**config.mk**
```make
export PLATFORM = sky130hd
export DESIGN_NAME = mem_access_unit
export DESIGN_NICKNAME = d
export VERILOG_FILES = /design/src/rtl/mem_access_unit.sv
export SDC_FILE = /design/constraint.sdc
export NUM_CORES = 1
export LEC_CHECK = 0
export ABC_CLOCK_PERIOD_IN_PS = 3200
export BUFFER_PORTS_ARGS = -buffer_cell sky130_fd_sc_hd__buf_2
export CORE_MARGIN = 2
export CORE_UTILIZATION = 46
export CTS_CLUSTER_SIZE = 28
export DETAILED_ROUTE_END_ITERATION = 7
export HOLD_SLACK_MARGIN = 0.02
export PLACE_DENSITY = 0.75
export SYNTH_ARGS = -nofsm -noshare
export SYNTH_HDL_FRONTEND = slang
export SYNTH_SLANG_ARGS = --single-unit
```
**constraint.sdc**
```tcl
create_clock -name i_clk -period 3.2 [get_ports i_clk]
set_input_delay 0.16 -clock i_clk [delete_from_list [all_inputs] [get_ports i_clk]]
set_output_delay 0.16 -clock i_clk [all_outputs]
set_load 0.02 [all_outputs]
```
**src/rtl/mem_access_unit.sv**
```systemverilog
// Load/store front end: turns byte/half/word requests into one or two word-granular memory cycles.
// Define MEM_ACCESS_MISALIGNED_EN to split word-crossing accesses; otherwise misaligned requests fail.
module mem_access_unit #(
    parameter int unsigned ADDR_WIDTH = 30
) (
    input  logic                  i_clk,
    input  logic                  i_reset,
    input  logic                  i_req_valid,
    output logic                  o_req_ready,
    input  logic                  i_req_write,
    input  logic [1:0]            i_req_size,
    input  logic                  i_req_unsigned,
    input  logic [31:0]           i_req_addr,
    input  logic [31:0]           i_req_wdata,
    output logic                  o_resp_valid,
    output logic                  o_resp_error,
    output logic [31:0]           o_resp_rdata,
    output logic                  o_mem_enable,
    output logic [ADDR_WIDTH-1:0] o_mem_addr,
    output logic [3:0]            o_mem_write_enable,
    output logic [31:0]           o_mem_write_value,
    input  logic [31:0]           i_mem_read_value
);

    typedef enum logic [1:0] {StIdle, StAccess0, StAccess1, StDone} state_e;

    state_e                r_state;
    state_e                w_state_next;
    logic                  r_write;
    logic                  r_unsigned;
    logic                  r_error;
    logic [1:0]            r_size;
    logic [1:0]            r_offset;
    logic [ADDR_WIDTH-1:0] r_word_addr;
    logic [31:0]           r_wdata;
    logic [31:0]           r_rdata_lo;
    logic [23:0]           r_rdata_hi;

    logic                  w_req_error;
    logic [ADDR_WIDTH-1:0] w_word_addr_inc;
    logic [3:0]            w_base_mask;
    logic [7:0]            w_mask_wide;
    logic [63:0]           w_wdata_wide;
    logic [31:0]           w_read_low;
    logic [31:0]           w_rdata_ext;

`ifdef MEM_ACCESS_MISALIGNED_EN
    logic [2:0] w_bytes;
    logic       w_crossing;

    always_comb begin
        case (r_size)
            2'd0:    w_bytes = 3'd1;
            2'd1:    w_bytes = 3'd2;
            default: w_bytes = 3'd4;
        endcase
    end

    assign w_crossing  = ({1'b0, r_offset} + w_bytes) > 3'd4;
    assign w_req_error = (i_req_size == 2'd3);
`else
    assign w_req_error = (i_req_size == 2'd3)
                       | ((i_req_size == 2'd1) & i_req_addr[0])
                       | ((i_req_size == 2'd2) & (|i_req_addr[1:0]));
`endif

    assign w_word_addr_inc = r_word_addr + {{(ADDR_WIDTH-1){1'b0}}, 1'b1};

    always_comb begin
        case (r_size)
            2'd0:    w_base_mask = 4'b0001;
            2'd1:    w_base_mask = 4'b0011;
            default: w_base_mask = 4'b1111;
        endcase
    end

    // Low half of each wide vector feeds the first word, high half the second.
    assign w_mask_wide  = {4'b0000, w_base_mask} << r_offset;
    assign w_wdata_wide = {32'h0, r_wdata} << {r_offset, 3'b000};

    always_comb begin
        case (r_offset)
            2'd0:    w_read_low = r_rdata_lo;
            2'd1:    w_read_low = {r_rdata_hi[7:0],  r_rdata_lo[31:8]};
            2'd2:    w_read_low = {r_rdata_hi[15:0], r_rdata_lo[31:16]};
            default: w_read_low = {r_rdata_hi[23:0], r_rdata_lo[31:24]};
        endcase
    end

    always_comb begin
        case (r_size)
            2'd0:    w_rdata_ext = {{24{~r_unsigned & w_read_low[7]}},  w_read_low[7:0]};
            2'd1:    w_rdata_ext = {{16{~r_unsigned & w_read_low[15]}}, w_read_low[15:0]};
            default: w_rdata_ext = w_read_low;
        endcase
    end

    always_ff @(posedge i_clk) begin
        if (i_reset) begin
            r_state <= StIdle;
        end else begin
            r_state <= w_state_next;
        end
    end

    always_comb begin
        w_state_next = r_state;
        case (r_state)
            StIdle: begin
                if (i_req_valid) begin
                    w_state_next = w_req_error ? StDone : StAccess0;
                end
            end
`ifdef MEM_ACCESS_MISALIGNED_EN
            StAccess0: w_state_next = w_crossing ? StAccess1 : StDone;
`else
            StAccess0: w_state_next = StDone;
`endif
            StAccess1: w_state_next = StDone;
            default:   w_state_next = StIdle;
        endcase
    end

    always_comb begin
        o_req_ready        = 1'b0;
        o_resp_valid       = 1'b0;
        o_resp_error       = 1'b0;
        o_resp_rdata       = 32'h0;
        o_mem_enable       = 1'b0;
        o_mem_addr         = '0;
        o_mem_write_enable = 4'b0000;
        o_mem_write_value  = 32'h0;
        case (r_state)
            StIdle: o_req_ready = 1'b1;
            StAccess0: begin
                o_mem_enable = 1'b1;
                o_mem_addr   = r_word_addr;
                if (r_write) begin
                    o_mem_write_enable = w_mask_wide[3:0];
                    o_mem_write_value  = w_wdata_wide[31:0];
                end
            end
            StAccess1: begin
                o_mem_enable = 1'b1;
                o_mem_addr   = w_word_addr_inc;
                if (r_write) begin
                    o_mem_write_enable = w_mask_wide[7:4];
                    o_mem_write_value  = w_wdata_wide[63:32];
                end
            end
            default: begin
                o_resp_valid = 1'b1;
                o_resp_error = r_error;
                if (!r_write && !r_error) begin
                    o_resp_rdata = w_rdata_ext;
                end
            end
        endcase
    end

    always_ff @(posedge i_clk) begin
        if (i_reset) begin
            r_write     <= 1'b0;
            r_unsigned  <= 1'b0;
            r_error     <= 1'b0;
            r_size      <= 2'd0;
            r_offset    <= 2'd0;
            r_word_addr <= '0;
            r_wdata     <= 32'h0;
            r_rdata_lo  <= 32'h0;
            r_rdata_hi  <= 24'h0;
        end else begin
            if (r_state == StIdle && i_req_valid) begin
                r_write     <= i_req_write;
                r_unsigned  <= i_req_unsigned;
                r_error     <= w_req_error;
                r_size      <= i_req_size;
                r_offset    <= i_req_addr[1:0];
                r_word_addr <= i_req_addr[ADDR_WIDTH+1:2];
                r_wdata     <= i_req_wdata;
                r_rdata_lo  <= 32'h0;
                r_rdata_hi  <= 24'h0;
            end
            if (r_state == StAccess0 && !r_write) begin
                r_rdata_lo <= i_mem_read_value;
            end
            // The top byte of the second word can never land in a result.
            if (r_state == StAccess1 && !r_write) begin
                r_rdata_hi <= i_mem_read_value[23:0];
            end
        end
    end

endmodule
```
==> summary by stage <==
Yosys
The cell area that synthesis handed to floorplanning was 7420 sq um. The cell count after synthesis came out at 948. The fraction of registers with async set/reset is 0. For this run, the register share of the synthesized area comes to 0.343. After synthesis, the mean cell area works out to between 7 and 8 sq um. The portion of synthesized cell area occupied by the leading cell type is 0.343. Counting distinct cell types in the post-synthesis netlist gives 55. In the post-synthesis netlist, the biggest area contributors are sky130_fd_sc_hd__dfxtp_1, sky130_fd_sc_hd__nand2_1, sky130_fd_sc_hd__mux4_2, sky130_fd_sc_hd__a21oi_1, sky130_fd_sc_hd__a22oi_1. The prevailing post-synth register cell is sky130_fd_sc_hd__dfxtp_1. The number of warning messages in the yosys log is 0. The number of nets handed over by synthesis was 1057.

The library cell with the largest summed area after synthesis is sky130_fd_sc_hd__dfxtp_1. The total of flip-flops plus latches after synthesis is 127. The number of synthesized flops with an enable pin is 0.

Die
In this run the vertical extent of the chip is 131 microns. The die covers 17200 sq um. The floorplan row count is 46.

The floorplan step defined a core boundary enclosing roughly 16000 sq um. The initial standard-cell utilization of the core is 0.469. The floorplan die width is 131 microns. The top-level port count is 205.

Clock network
The number of clock sinks is 127. The clock latency on the worst-skew pair is 0.42 ns. In this run, CTS created clock tree buffers numbering 17.

The post-CTS clock slew at the launch and capture registers of the worst setup and hold paths is roughly 0.060 ns. The H-tree generated during clock tree synthesis spans 4 levels. The CTS tree is done. In this run the deepest clock path goes through 2 buffers. CTS placed an instance of sky130_fd_sc_hd__clkbuf_16 at the clock tree root.

Worst setup path
The startpoint of the worst register-to-register path is r_state[1]$_SDFFE_PP0P_. The endpoint of the most critical register-to-register path is r_rdata_lo[20]$_SDFFE_PP0P_. The number of cells on the worst reg-to-reg path is 7. The reg2reg setup slack is 0.87 ns.

The worst setup path is launched from a flop. The first element of the critical path is r_state[0]$_SDFFE_PP0P_. The type of element capturing the critical path is an output port. At the worst endpoint, the arrival time is ~2.8 ns. The critical path class is flop to output port. In this run the worst path has a maximum fanout of 18. The capture point of the worst path is o_mem_write_value[30]. The worst endpoint required time is between 3 and 4 ns.

Drt
For this block, the routed nets add up to 25300 microns of wire. The count of nets left with antenna violations once routing finished came out at 0. Dividing the detail-routed wire length by the instance count gives approximately 18 microns. Using the TritonRoute via totals, the vias-per-cell ratio works out to around 5.9. The first-pass iteration count of the detailed router is 8. The number of remaining DRC errors is 0. The initial DRC count is 797.

For this block, the via count after detailed routing is between 8000 and 9000.

GRT
For this run, global-route usage on met3 was measured as 0.0619. The aggregate global routing overflow is 0. The number of global-route vias before repair came to 7740. For met2 alone, demand over resource in global routing was 0.457. The largest net degree at the start of global routing is 80.

The global routing usage summed across all routing layers is 0.288. The first-pass GRT wire length is 39000 microns. The initial antenna violation count is 3. The highest-utilization routing layer at the global route stage is met2. For met1 alone, demand over resource in global routing was 0.376.

Timing
The final count of hold timing violations is 0. For the pin with the worst max-slew slack, the measured transition is 0.785 ns. The setup-violating endpoint count in the final report is 0. Setup repair after global routing left no endpoint under its margin.

The worst setup margin is 0.243 ns. For the final routed database, the setup TNS stands at 0 ns. The number of pins exceeding their max-slew limit in the final report is 0.

The worst path in the final design needs a cycle of 2.96 ns, including I/O delays and setup. The largest clock skew in the final design is 0.00806 ns. The highest achievable clock rate is 338 MHz. On the final layout, the worst hold slack is 0.0430 ns.

The period utilization is 0.924. Measured against its own limit, the worst slew margin works out to 0.475.

Pwr
IR analysis of the VDD net gives a maximum drop of 519 uV. The power density of the placed cells is between 500 and 600 nW/um^2. Power comes to 5.14 mW. The leakage power summed over all cells is 4.13 nW.

Placed design
In this run the tool buffered the top-level ports with 204 buffer cells. Summing all placed instances gives a cell area of 8530 sq um. The number of cells in the design after placement is 1305. OpenSTA, run right after detailed placement, puts the worst setup slack at between 0.6 and 0.7 ns.

After legalization and detailed placement, the total HPWL measured 16600 microns. The weighted congestion reported at the end of routability-driven placement is 0.974.

Run
The max-capacitance violation count is 0.

Final layout
In the final layout, the share of cells above drive strength 1 is 0.262. Measured on the finished design, the core utilization comes to 0.635. The design area is 10100 sq um.

The post-route non-filler standard cell count is roughly 1400. Relative to the synthesized area, the layout overhead comes to 35.5%. For this run, the post-layout net count is 1310.

Status
The flow ran to the end, and the final reports show no timing, DRC or antenna violations.

Min path
The class of the tightest hold or removal check is primary input to flop.
## kinds of logic (layout without fill, tap and decap cells)
family | Yosys count | count (layout) | share of synthesized area
AOI/OAI and AO/OA | 284 | 284 | 0.239
adders and majority gates | 6 | 6 | 0.0101
buffers and inverters | 104 | 370 | 0.0575
DFF | 127 | 127 | 0.343
muxes | 58 | 58 | 0.132
other | 0 | 3 | 0
and+or+nand+nor | 369 | 369 | 0.219
## repair_timing
item	4_1_cts	5_1_grt
hold buffers	93	0
endpoints found under the hold margin	105	0
gates resized for setup	0	1
setup endpoints to repair	0	8
setup buffers	0	0
## registers in the layout, indices dropped and copies added, names as in the netlist
register     count
r_error          1
r_unsigned       1
r_word_addr     30
r_rdata_hi      24
r_wdata         32
r_rdata_lo      32
r_size           2
r_state          2
r_write          1
r_offset         2
## layout by cell type, fill, tap and decap left out, drive strengths merged, types with 7 or more instances in the layout
cell type / synthesis / layout
a211oi: 11 / 11
a21o: 8 / 8
a21oi: 116 / 116
a22oi: 66 / 66
a31oi: 10 / 10
and2: 12 / 12
and3: 21 / 21
buf: 18 / 221
clkbuf: 62 / 18
clkinv: 1 / 7
dfxtp: 127 / 127
dlygate4sd3: 0 / 93
inv: 23 / 26
mux2: 10 / 10
mux2i: 18 / 18
mux4: 30 / 30
nand2: 192 / 192
nand3: 11 / 11
nand4: 8 / 8
nor2: 96 / 96
nor3: 8 / 8
o21ai: 41 / 41
o22ai: 10 / 10
## power by group
group          total [mW]  internal [mW]  switching, mW
clock                1.90           1.16          0.736
combinational        1.31          0.524          0.786
sequential           1.93           1.73          0.194
total                5.14           3.42           1.72
## critical path, cell delays in order (launching register included)
cell	delay (ns)
sky130_fd_sc_hd__dfxtp_1	0.40
sky130_fd_sc_hd__inv_1	0.09
sky130_fd_sc_hd__ha_2	0.53
sky130_fd_sc_hd__nand3_1	0.57
sky130_fd_sc_hd__a211oi_1	0.54
sky130_fd_sc_hd__buf_2	0.25
## area by class of cell
cell class                      count  area (sq um)
Inverter                           24          90.1
Clock inverter                     14           140
Multi-Input combinational cell    717          4460
Tap cell                          216           270
Clock buffer                       18           439
Fill cell                        1329          5770
Antenna cell                        3          7.51
Timing Repair Buffer              314          2090
Sequential cell                   127          2550
## synth_stat cells, types with 6 or more instances
library cell / instances
sky130_fd_sc_hd__a211oi_1: 11
sky130_fd_sc_hd__ha_1: 6
sky130_fd_sc_hd__nand3_1: 11
sky130_fd_sc_hd__inv_1: 23
sky130_fd_sc_hd__o21ai_2: 10
sky130_fd_sc_hd__mux2_2: 9
sky130_fd_sc_hd__clkbuf_1: 61
sky130_fd_sc_hd__and4_1: 6
sky130_fd_sc_hd__o21ai_0: 31
sky130_fd_sc_hd__mux4_2: 29
sky130_fd_sc_hd__buf_2: 13
sky130_fd_sc_hd__nand4_1: 7
sky130_fd_sc_hd__dfxtp_1: 127
sky130_fd_sc_hd__a22oi_1: 66
sky130_fd_sc_hd__nor2_1: 96
sky130_fd_sc_hd__mux2i_1: 17
sky130_fd_sc_hd__a21oi_1: 116
sky130_fd_sc_hd__a21o_1: 8
sky130_fd_sc_hd__nand2_1: 192
sky130_fd_sc_hd__o22ai_1: 10
sky130_fd_sc_hd__and2_1: 12
sky130_fd_sc_hd__nor3_1: 7
sky130_fd_sc_hd__and3_1: 21
sky130_fd_sc_hd__a31oi_1: 10
## worst min path at each step
stage,startpoint,to,slack (ns),cells past startpoint
floorplan,i_req_unsigned,r_unsigned$_SDFFE_PP0P_,0.30,2
global placement,i_req_wdata[15],r_wdata[15]$_SDFFE_PP0P_,0.40,3
detailed placement,i_req_addr[2],r_word_addr[0]$_SDFFE_PP0P_,0.41,3
CTS,i_mem_read_value[7],r_rdata_lo[7]$_SDFFE_PP0P_,0.02,3
global route,i_mem_read_value[11],r_rdata_hi[11]$_SDFFE_PP0P_,0.04,3
finish,i_mem_read_value[22],r_rdata_lo[22]$_SDFFE_PP0P_,0.04,3
## per-layer routing
| metal | routed length (microns) | part of all wire | vias to the layer above |
|---|---|---|---|
| met4 | 949 | 0.038 | 2 |
| met1 | 10500 | 0.41 | 3923 |
| met2 | 11800 | 0.47 | 470 |
| met5 | 13 | 0.00051 | - |
| met3 | 2050 | 0.081 | 84 |
| li1 | - | - | 3913 |
(Power assumes the default switching activity.)
